===== src/rtl/sgpr_simxlsu_rd_port_arb_pkg.sv =====
// Shared sizes, port ids and owner-pipeline types for the SGPR read-port arbiter.
// No logic; latency and backpressure are defined by the modules that import it.
package sgpr_simxlsu_rd_port_arb_pkg;

  localparam int SGPR_RD_PORTS = 10;
  localparam int SGPR_ADDR_W   = 9;
  localparam int SGPR_DATA_W   = 128;
  localparam int SGPR_RD_LAT   = 1;
  localparam int PORT_IDX_W    = 4;
  localparam int PORT_SEL_W    = 16;

  typedef logic [PORT_IDX_W-1:0] port_idx_t;

  typedef enum logic [PORT_IDX_W-1:0] {
    PORT_SIMD0 = 4'd0,
    PORT_SIMD1 = 4'd1,
    PORT_SIMD2 = 4'd2,
    PORT_SIMD3 = 4'd3,
    PORT_SIMF0 = 4'd4,
    PORT_SIMF1 = 4'd5,
    PORT_SIMF2 = 4'd6,
    PORT_SIMF3 = 4'd7,
    PORT_LSU   = 4'd8,
    PORT_SALU  = 4'd9
  } port_id_e;

  typedef struct packed {
    logic      vld;
    port_idx_t idx;
  } owner_t;

  function automatic logic [PORT_SEL_W-1:0] port_onehot(input port_idx_t idx);
    return PORT_SEL_W'(1) << idx;
  endfunction

endpackage


===== src/rtl/sgpr_rr_arbiter.sv =====
// Round-robin pick: first requester at or after ptr (mod NUM_PORTS), plus the pointer to use next.
// Purely combinational; a port that is not picked simply keeps its request up.
module sgpr_rr_arbiter
  import sgpr_simxlsu_rd_port_arb_pkg::*;
#(
  parameter int NUM_PORTS = SGPR_RD_PORTS
) (
  input  logic [NUM_PORTS-1:0] req,
  input  port_idx_t            ptr,
  output logic [NUM_PORTS-1:0] grant,
  output logic                 grant_vld,
  output port_idx_t            grant_idx,
  output port_idx_t            next_ptr
);

  logic [PORT_IDX_W:0] cand;
  port_idx_t           cand_idx;

  always_comb begin
    grant     = '0;
    grant_vld = 1'b0;
    grant_idx = '0;
    next_ptr  = ptr;
    cand      = '0;
    cand_idx  = '0;
    for (int k = 0; k < NUM_PORTS; k++) begin
      cand = {1'b0, ptr} + (PORT_IDX_W+1)'(k);
      if (cand >= (PORT_IDX_W+1)'(NUM_PORTS))
        cand = cand - (PORT_IDX_W+1)'(NUM_PORTS);
      cand_idx = cand[PORT_IDX_W-1:0];
      if (!grant_vld && req[cand_idx]) begin
        grant_vld = 1'b1;
        grant_idx = cand_idx;
      end
    end
    if (grant_vld) begin
      grant[grant_idx] = 1'b1;
      next_ptr = (grant_idx == PORT_IDX_W'(NUM_PORTS-1)) ? '0 : grant_idx + PORT_IDX_W'(1);
    end
  end

endmodule


===== src/rtl/sgpr_simxlsu_rd_port_arb.sv =====
// Round-robin arbitration of NUM_PORTS readers onto the single SGPR read port; accept-to-response RD_LAT+2.
// One accept per cycle, requesters wait on req_ready; responses have no backpressure.
module sgpr_simxlsu_rd_port_arb
  import sgpr_simxlsu_rd_port_arb_pkg::*;
#(
  parameter int NUM_PORTS = SGPR_RD_PORTS,
  parameter int ADDR_W    = SGPR_ADDR_W,
  parameter int DATA_W    = SGPR_DATA_W,
  parameter int RD_LAT    = SGPR_RD_LAT
) (
  input  logic                        clk,
  input  logic                        rst,
  input  logic [NUM_PORTS-1:0]        req_valid,
  input  logic [NUM_PORTS*ADDR_W-1:0] req_addr,
  output logic [NUM_PORTS-1:0]        req_ready,
  output logic                        sgpr_rd_en,
  output logic [ADDR_W-1:0]           sgpr_rd_addr,
  input  logic [DATA_W-1:0]           sgpr_rd_data,
  output logic [PORT_SEL_W-1:0]       rd_port_select,
  output logic [NUM_PORTS-1:0]        rsp_valid,
  output logic [DATA_W-1:0]           rsp_data
);

  port_idx_t         rr_ptr;
  port_idx_t         next_ptr;
  port_idx_t         grant_idx;
  logic              grant_vld;
  logic [ADDR_W-1:0] grant_addr;
  owner_t            owner_q [RD_LAT+1];
  owner_t            ret_owner;

  sgpr_rr_arbiter #(
    .NUM_PORTS (NUM_PORTS)
  ) u_arb (
    .req       (req_valid),
    .ptr       (rr_ptr),
    .grant     (req_ready),
    .grant_vld (grant_vld),
    .grant_idx (grant_idx),
    .next_ptr  (next_ptr)
  );

  always_comb begin
    grant_addr = '0;
    for (int i = 0; i < NUM_PORTS; i++)
      if (req_ready[i]) grant_addr = req_addr[i*ADDR_W +: ADDR_W];
  end

  // Stage 0 lines up with sgpr_rd_en; the last stage is the cycle the bank data is valid.
  assign ret_owner = owner_q[RD_LAT];

  always_ff @(posedge clk or negedge rst) begin
    if (!rst) begin
      rr_ptr         <= '0;
      sgpr_rd_en     <= 1'b0;
      sgpr_rd_addr   <= '0;
      rd_port_select <= '0;
      rsp_valid      <= '0;
      rsp_data       <= '0;
      for (int s = 0; s <= RD_LAT; s++) owner_q[s] <= '0;
    end else begin
      sgpr_rd_en     <= grant_vld;
      rd_port_select <= grant_vld ? port_onehot(grant_idx) : '0;
      if (grant_vld) begin
        rr_ptr       <= next_ptr;
        sgpr_rd_addr <= grant_addr;
      end
      owner_q[0] <= '{vld: grant_vld, idx: grant_idx};
      for (int s = 1; s <= RD_LAT; s++) owner_q[s] <= owner_q[s-1];
      rsp_valid <= ret_owner.vld ? NUM_PORTS'(port_onehot(ret_owner.idx)) : '0;
      if (ret_owner.vld) rsp_data <= sgpr_rd_data;
    end
  end

endmodule


===== config.mk =====
export PLATFORM = sky130hd
export DESIGN_NAME = sgpr_simxlsu_rd_port_arb
export DESIGN_NICKNAME = d
export VERILOG_FILES = /design/src/rtl/sgpr_simxlsu_rd_port_arb_pkg.sv /design/src/rtl/sgpr_rr_arbiter.sv /design/src/rtl/sgpr_simxlsu_rd_port_arb.sv
export SDC_FILE = /design/constraint.sdc
export NUM_CORES = 1
export LEC_CHECK = 0
export ABC_AREA = 1
export BUFFER_PORTS_ARGS = -buffer_cell sky130_fd_sc_hd__buf_2
export CAP_MARGIN = 20
export CORE_ASPECT_RATIO = 0.5
export CORE_MARGIN = 2
export CORE_UTILIZATION = 49
export DETAILED_ROUTE_END_ITERATION = 10
export GPL_TIMING_DRIVEN = 0
export PLACE_DENSITY = 0.82
export SLEW_MARGIN = 20
export SYNTH_ARGS = -nofsm -noshare
export SYNTH_HDL_FRONTEND = slang
export SYNTH_SLANG_ARGS = --single-unit

===== constraint.sdc =====
create_clock -name clk -period 6.7 [get_ports clk]
set_input_delay 2.01 -clock clk [delete_from_list [all_inputs] [get_ports clk]]
set_output_delay 2.01 -clock clk [all_outputs]
set_load 0.02 [all_outputs]

Word-level counts from Yosys, hierarchy flattened

Cells that the tools add are included.

Order comparisons: 22
Shift operators: 2
Mux-type cells: 66
Eq/ne operators: 1
Add/sub/neg operators: 20
Reductions and logical operators: 19

Operators by type and width:

| cell                 | count |
|---|---|
| $mux 9               | 10 |
| $mux 4               | 21 |
| $lt 4x5->1 const B   | 11 |
| $ge 5x4->1 const B   | 9 |
| $bmux 1 s4           | 10 |
| $sub 4x4->4 const B  | 10 |
| $mux 1               | 21 |
| $add 4x3->5 const B  | 4 |
| $mux 10              | 2 |
| $mux 16              | 1 |
| $shl 1x4->16 const A | 1 |
| $add 4x2->5 const B  | 2 |
| $add 4x4->5 const B  | 2 |
| $logic_and 1x1->1    | 10 |
| $shl 1x4->10 const A | 1 |
| $logic_not 1->1      | 9 |
| $add 4x1->5 const B  | 1 |
| $add 4x1->4 const B  | 1 |
| $demux 1 s4          | 1 |
| $eq 4x4->1 const B   | 1 |
| $ge 4x1->1 const B   | 1 |
| $ge 4x4->1 const B   | 1 |

Bits in registers: 177
Output and inout bits: 174
Bits of input ports: 230
Logic and storage cells: 139

Logic depth before layout (Yosys ltp)

Gate-level depths: netlist (run 1).

Depth after elaboration: 47
Depth in mapped cells: 34
Gate-level depth less buffers: 32

Cells and area by module

A second synthesis (run 1) with hierarchy kept.

Cell total of the unflattened synthesis: 1078
Area total of the unflattened synthesis: 9868.2 um^2

By module, submodules not included:

| module                   | sequential area each (um^2) | area each (um^2) | cells each | times used |
|---|---|---|---|---|
| sgpr_simxlsu_rd_port_arb | 4429.2                      | 7432.1           | 639        | 1 |
| sgpr_rr_arbiter          | 0.0                         | 2436.1           | 439        | 1 |

Worst setup path before layout (run 1)

No wires, ideal clock.

Path kind: input-to-output
From: in req_valid[2]
To: out req_ready[0]
Data arrival time: 4307 ps
Cell stages on the path: 17
Required time: 4690 ps
Path slack: 383 ps
Cell sequence: or2_1 -> o21ai_1 -> o21ai_0 -> nand2_1 -> nand2_1 -> o21ai_2 -> inv_2 -> nand3_2 -> nor2_1 -> nor2_1 -> nand3_1 -> nor2_2 -> nand3_4 -> nor2_2 -> buf_2 -> inv_1 -> nor3_1

Longest elaborated chain between the ends: 35

RTL lines:

| what                                                           | RTL line                       | RTL |
|---|---|---|
| start: declaration                                             | sgpr_simxlsu_rd_port_arb.sv:13 | `input logic [NUM_PORTS-1:0] req_valid,` |
| $bmux 1 s4                                                     | sgpr_rr_arbiter.sv:31          | `if (!grant_vld && req[cand_idx]) begin` |
| $mux 1 (implied by the code)                                   | sgpr_rr_arbiter.sv:31          |  |
| $mux 1                                                         | sgpr_rr_arbiter.sv:31          |  |
| $logic_not 1->1                                                | sgpr_rr_arbiter.sv:31          |  |
| $logic_and 1x1->1                                              | sgpr_rr_arbiter.sv:31          |  |
| $mux 1                                                         | sgpr_rr_arbiter.sv:31          |  |
| $logic_not 1->1                                                | sgpr_rr_arbiter.sv:31          |  |
| $logic_and 1x1->1                                              | sgpr_rr_arbiter.sv:31          |  |
| (+20 left out)                                                 | n/a                            |  |
| $logic_and 1x1->1                                              | sgpr_rr_arbiter.sv:31          |  |
| $mux 4 (*)                                                     | sgpr_rr_arbiter.sv:31          |  |
| via grant_idx[2]                                               | sgpr_simxlsu_rd_port_arb.sv:26 | `port_idx_t grant_idx;` |
| $lt 4x5->1 (implied by the code) or $ge 4x1->1 (tied branches) | sgpr_rr_arbiter.sv:37          | `grant[grant_idx] = 1'b1;` |
| $logic_and 1x1->1 (implied by the code)                        | sgpr_rr_arbiter.sv:37          |  |
| $mux 1 (implied by the code)                                   | sgpr_rr_arbiter.sv:37          |  |
| $demux 1 s4 (*)                                                | n/a                            |  |
| $mux 10 (*)                                                    | sgpr_rr_arbiter.sv:36          | `if (grant_vld) begin` |
| end: declaration                                               | sgpr_simxlsu_rd_port_arb.sv:15 | `output logic [NUM_PORTS-1:0] req_ready,` |

The timed path passes the listed nets; every way through them passes the cells marked *. The select of a mux whose other input is x is not followed.

Worst setup path in the final report (run 1)

From: in req_valid[2]
To: out req_ready[5]

Longest elaborated chain between the ends: 35

RTL lines:

| what                                                           | RTL line |
|---|---|
| $bmux 1 s4                                                     | sgpr_rr_arbiter.sv:31 |
| $mux 1 (implied by the code)                                   | sgpr_rr_arbiter.sv:31 |
| $mux 1                                                         | sgpr_rr_arbiter.sv:31 |
| $logic_not 1->1                                                | sgpr_rr_arbiter.sv:31 |
| $logic_and 1x1->1                                              | sgpr_rr_arbiter.sv:31 |
| $mux 1                                                         | sgpr_rr_arbiter.sv:31 |
| $logic_not 1->1                                                | sgpr_rr_arbiter.sv:31 |
| $logic_and 1x1->1                                              | sgpr_rr_arbiter.sv:31 |
| (+19 left out)                                                 | n/a |
| $logic_not 1->1                                                | sgpr_rr_arbiter.sv:31 |
| $logic_and 1x1->1                                              | sgpr_rr_arbiter.sv:31 |
| $mux 4                                                         | sgpr_rr_arbiter.sv:31 |
| $lt 4x5->1 (implied by the code) or $ge 4x1->1 (tied branches) | sgpr_rr_arbiter.sv:37 |
| $logic_and 1x1->1 (implied by the code)                        | sgpr_rr_arbiter.sv:37 |
| $mux 1 (implied by the code)                                   | sgpr_rr_arbiter.sv:37 |
| $demux 1 s4                                                    | n/a |
| $mux 10 (*)                                                    | sgpr_rr_arbiter.sv:36 |

Every way passes the cells marked *; elsewhere a longest branch is shown, timed or not. The select of a mux whose other input is x is not followed.

==> flow_metrics.env, run 1 <==
export IMPL_drive_gt1_frac=0.503
export IMPL_first_pass_iters=7
export IMPL_grt_pass1_vias=8449
export IMPL_worstHoldPathType="reg -> reg"
export IMPL_placedCellCount=1640
export IMPL_wl_met3_um=2290
export IMPL_ctsHtreeMaxLevel=4
export IMPL_worst_slew_pin_slew_ps=714
export IMPL_async_flop_share=1.00
export IMPL_grt_usage=0.281
export IMPL_report_final_slew_viol_count=0
export IMPL_yosys_area_top_type="dfrtp_1"
export IMPL_synth_edf_count=0
export IMPL_arrival_ps=4620
export IMPL_timing_final_crit_share=0.989
export IMPL_fin_nets=1704
export IMPL_start_kind="input port"
export IMPL_clk_pin_slew_ps=60
export IMPL_wl_per_cell_um=18.0
export IMPL_clk_path_buf_depth=2
export IMPL_yosysSeqAreaShare=0.469
export IMPL_synthCells=974
export IMPL_worstSetupPathType="in -> out"
export IMPL_period_minus_slack_ps=6630
export IMPL_synth_ff_type="dfrtp_1"
export IMPL_ys_top_cells_by_area="dfrtp_1 (47%), mux2_2 (15%), nand2_1 (7.7%), nand3_1 (4.8%), ha_1 (3.2%)"
export IMPL_utilization=0.700
export IMPL_port_buffer_count=403
export IMPL_end_kind="output port"
export IMPL_vias=9233
export IMPL_grt_first_pass_wirelength_um=45300
export IMPL_drt_met1_wl_um=12300
export IMPL_drtIter0Drc=889
export IMPL_clock_latency_ps=410
export IMPL_tritoncts="done"
export IMPL_cp_max_fo=10
export IMPL_fin_cells=1725
export IMPL_area_delta_synth_final_pct=38.0
export IMPL_final_hold_viol_count=0
export IMPL_drtAntennaViolNets=0
export IMPL_outcome="finished, final reports clean"
export IMPL_start_util=0.507
export IMPL_syn_avg_cell_area_um2=9.69
export IMPL_rsz0062_at_grt="true"
export IMPL_slew_headroom=0.524
export IMPL_drc=0
export IMPL_cts_num_sinks=177
export IMPL_hpwl_um=23700
export IMPL_antenna_found_initial=3
export IMPL_fmax_mhz=151
export IMPL_wl_met2_um=15700
export IMPL_cts_buffers=17
export IMPL_grt_max_degree=99
export IMPL_routed_wl_um=31100
export IMPL_highest_layer="met4"
export IMPL_vias_per_cell=5.35
export IMPL_pin_count=404
export IMPL_syn_area_um2=9440
export IMPL_yosys_warnings=0
export IMPL_synth_distinct_cells=52
export IMPL_synth_seq_cells=177
export IMPL_r2r_slack_ps=2030
export IMPL_place_gp_congestion=0.958
export IMPL_clock_root_buffer="clkbuf_16"
export IMPL_dieArea_um2=20500
export IMPL_die_w_um=200
export IMPL_core_area_um2=18600
export IMPL_fin_skew_ps=13.0
export IMPL_num_rows=35
export IMPL_finalSetupViolations=0
export IMPL_fp_dieH_um=102
export IMPL_required_ps=4690
export IMPL_synth_top_area_share=0.469
export IMPL_overflow=0
export IMPL_maxCapViolations=0
[state kept, by name, summed over array words and instances, names as in the netlist]
register,flops
rr_ptr,4
owner_q,10
rd_port_select,16
rsp_data,128
rsp_valid,10
sgpr_rd_addr,9
[synthesized netlist by cell type, types with 6 or more instances]
master and instances:
nand2_1 193, dfrtp_1 177, mux2_2 128, nand3_1 90
inv_1 66, nor2_1 64, nand4_1 26, ha_1 24
o21ai_1 23, o21ai_0 18, inv_2 17, a21oi_1 16
nand2_2 15, clkbuf_1 11, nor2_2 8, nor2_4 8
xor2_1 8, nor3_1 7, nand3b_1 6
[logic make-up after synthesis]
group,count (synthesis),share of synthesized area
and+or+nand+nor,440,0.228
AOI/OAI and AO/OA,79,0.0517
other,1,0.000397
adders and majority gates,25,0.0339
xor gates and xnor gates,11,0.0126
DFF,177,0.469
muxes,129,0.154
buffers and inverters,112,0.0503
[layout by cell type (no fill, tap or decap), types with 17 or more instances in the layout]
master,count
nand4_1,26
dfrtp_1,174
mux2_2,128
buf_2,396
nand2_2,21
nor2_1,57
nand3_1,87
nand2_1,187
clkbuf_16,17
inv_1,63
ha_1,23
buf_4,53
[metal layers]
layer | vias up | track usage
met5 | - | 0
met4 | 0 | 0.0849
met3 | 83 | 0.0485
met2 | 453 | 0.485
met1 | 4479 | 0.371
li1 | 4218 | -
[metrics by stage]
step	setup TNS [ps]	hold slack (ps)	area (um^2)	worst slack (ps)
CTS	0	350	12500	0.0817
global route	-155	359	13000	-35.4
detailed placement	-2460	336	11800	-393
floorplan	0	331	9450	383
global placement	-1670	338	11800	-314
finish	0	346	13000	72.2
[layout make-up]
class	instances	area (um^2)
Antenna cell	4	10.0
Buffer	24	146
Clock buffer	18	429
Clock inverter	14	143
Fill cell	1399	5590
Inverter	88	355
Multi-Input combinational cell	688	4730
Sequential cell	177	4430
Tap cell	259	324
Timing Repair Buffer	453	2460
[path summary, 6_finish.rpt]
check	startpoint	endpoint	depth (start not counted)
max in group asynchronous	rst	rd_port_select[9]	2
max reg2reg	rr_ptr[1]	sgpr_rd_addr[8]	27
max	req_valid[2]	req_ready[5]	20
min in group asynchronous	rst	rsp_data[19]	1
min reg2reg	owner_q[7]	owner_q[2]	0
min	owner_q[7]	owner_q[2]	0
[critical path, stage by stage]
cell and delay [ps]:
buf_6 100, or2_4 230, o21ai_4 90, nand3b_1 130, nand3_1 100, nand3_2 110
nand2_4 100, nor2_8 150, nand3_4 120, nor2_4 160, nand4_4 110, nor2_4 190
nand2_1 70, nand3_1 130, nand2_4 110, nor2_4 160, buf_6 170, nand2_4 60
inv_4 120, buf_2 180
[timing repair]
action                     4_1_cts  5_1_grt
pin swaps                        2       28
gates resized for setup         20       54
setup endpoints to repair       10       10
gates cloned                     0        1
hold endpoints to repair         0        0
setup buffers                    4       44
hold buffers                     0        0
Power of run 1 is not shown: default switching activity piles up to over one toggle a cycle in this logic, so the estimate is an artifact.
==> inputs of run 2 (changes only) <==
==> constraint.sdc (replaced) <==
create_clock -name clk -period 6.7 [get_ports clk]
set_input_delay 0 -clock clk [delete_from_list [all_inputs] [get_ports clk]]
set_output_delay 0 -clock clk [all_outputs]
set_load 0.02 [all_outputs]
==> run 2 against run 1 <==
Effect of this change: core utilization up 4.6 points; worst setup slack better by 500 ps; register-to-register slack lost 1500 ps; largest cell class unchanged; highest routed layer is now met5.
==> flow_metrics.env, run 2 (synthesis results as in run 1) <==
export IMPL_cts_hold_buffers=148
export IMPL_drtIter0Drc=911
export IMPL_vias_per_cell=5.38
export IMPL_tritoncts="done"
export IMPL_cp_max_fo=12
export IMPL_clk_pin_slew_ps=80
export IMPL_core_area_um2=18600
export IMPL_regMostFlops="rsp_data"
export IMPL_wl_per_cell_um=19.7
export IMPL_required_ps=6990
export IMPL_cts_resized=0
export IMPL_start_util=0.507
export IMPL_grt_usage=0.341
export IMPL_report_final_slew_viol_count=0
export IMPL_first_pass_iters=5
export IMPL_num_rows=35
export IMPL_post_cts_setup_buffers=0
export IMPL_grt_first_pass_wirelength_um=54000
export IMPL_rsz0062_at_grt="false"
export IMPL_ctsHtreeMaxLevel=4
export IMPL_placed_area_um2=11800
export IMPL_routed_wl_um=35800
export IMPL_final_common_cell="buf_2"
export IMPL_drive_gt1_frac=0.418
export IMPL_slew_headroom=0.408
export IMPL_arrival_ps=6420
export IMPL_worst_slew_pin_slew_ps=879
export IMPL_final_hold_viol_count=0
export IMPL_clock_latency_ps=420
export IMPL_cts_buffers=17
export IMPL_grt_max_degree=99
export IMPL_period_minus_slack_ps=6130
export IMPL_end_kind="flip-flop"
export IMPL_largest_reg_flops=128
export IMPL_outcome="finished, final reports clean"
export IMPL_fin_nets=1803
export IMPL_finalSetupViolations=0
export IMPL_drc=0
export IMPL_grt_pass1_vias=9861
export IMPL_place_gp_congestion=0.958
export IMPL_largestRegisters="rsp_data (128), rd_port_select (16)"
export IMPL_critPathTopFamily="simple AND/OR/NAND/NOR gates"
export IMPL_critPathMaxStageDelay_ps=610
export IMPL_cts_num_sinks=177
export IMPL_worstHoldPathType="in -> async"
export IMPL_clk_path_buf_depth=2
export IMPL_maxCapViolations=0
export IMPL_port_buffer_count=403
export IMPL_overflow=0
export IMPL_antenna_found_initial=2
export IMPL_critical_path_slowest_cell="dlygate4sd3_1"
export IMPL_start_kind="flip-flop"
export IMPL_fillers=1224
export IMPL_fp_dieH_um=102
export IMPL_design_area_um2=13900
export IMPL_fmax_mhz=163
export IMPL_dieArea_um2=20500
export IMPL_area_delta_synth_final_pct=47.2
export IMPL_tns_ps=0
export IMPL_die_w_um=200
export IMPL_clock_root_buffer="clkbuf_16"
export IMPL_path_buf_inv=5
export IMPL_hpwl_um=23700
export IMPL_layout_common_cells="buf_2 (404), nand2_1 (193), dfrtp_1 (177), dlygate4sd3_1 (148), mux2_2 (128)"
export IMPL_vias=9801
export IMPL_fin_skew_ps=16.5
export IMPL_worstSetupPathType="reg -> reg"
export IMPL_timing_final_crit_share=0.915
export IMPL_worst_path_most_repeated_cell="nand2_1"
export IMPL_drtAntennaViolNets=0
export IMPL_pin_count=404
run 2: changes by cell type in the layout (fill, tap and decap cells not counted), sizes merged:
cell         change
diode            -1
dlygate4sd3    +148
buf             -49
run 2: area by class of cell:
cell class	instances	area (um^2)	area share
multi-input cells	688	4540	0.327
clock inverters	14	143	0.0103
clock buffers	18	429	0.0309
inverters	88	340	0.0245
well taps	259	324	0.0233
repair buffers	552	3540	0.255
flip-flops and latches	177	4430	0.319
diodes	3	7.51	0.000541
plain buffers	24	134	0.00964
run 2: path summary, 6_finish.rpt:
| path | start | end | slack (ps) | depth (start not counted) |
|---|---|---|---|---|
| min reg2reg | owner_q[7] | owner_q[2] | 350 | 0 |
| min in group clk | owner_q[7] | owner_q[2] | 350 | 0 |
| max in group asynchronous | rst | rd_port_select[4] | 5640 | 3 |
| min | rst | rsp_data[20] | 170 | 2 |
| max reg2reg | rr_ptr[1] | sgpr_rd_addr[3] | 570 | 31 |
| max | rr_ptr[1] | sgpr_rd_addr[3] | 570 | 31 |
run 2: layer usage:
metal,global-route usage,routed length [um],up-vias
li1,-,-,4404
met1,0.398,13600,4740
met2,0.595,17800,495
met3,0.0772,2480,160
met4,0.196,1920,2
met5,0,13,-
run 2: worst register-to-register path, delay by kind of cell (launching register included):
kind | cells | cell delay, ps
buffers and inverters | 5 | 1810
and+or+nand+nor | 22 | 2550
adders and majority gates | 2 | 820
AOI/OAI and AO/OA | 2 | 250
DFF | 1 | 550
run 2: through the flow:
step / instances / setup WS [ps] / hold slack, ps / util
final: 1823 / 571 / 173 / 0.746
after detailed placement: 1640 / 1840 / 30.2 / 0.635
after global routing: 1821 / 128 / 207 / 0.746
after CTS: 1820 / 740 / 174 / 0.746
after floorplan: 977 / 2770 / -296 / -
after global placement: 1639 / 1940 / 219 / 0.633
Power of run 2 is left out for the same reason.
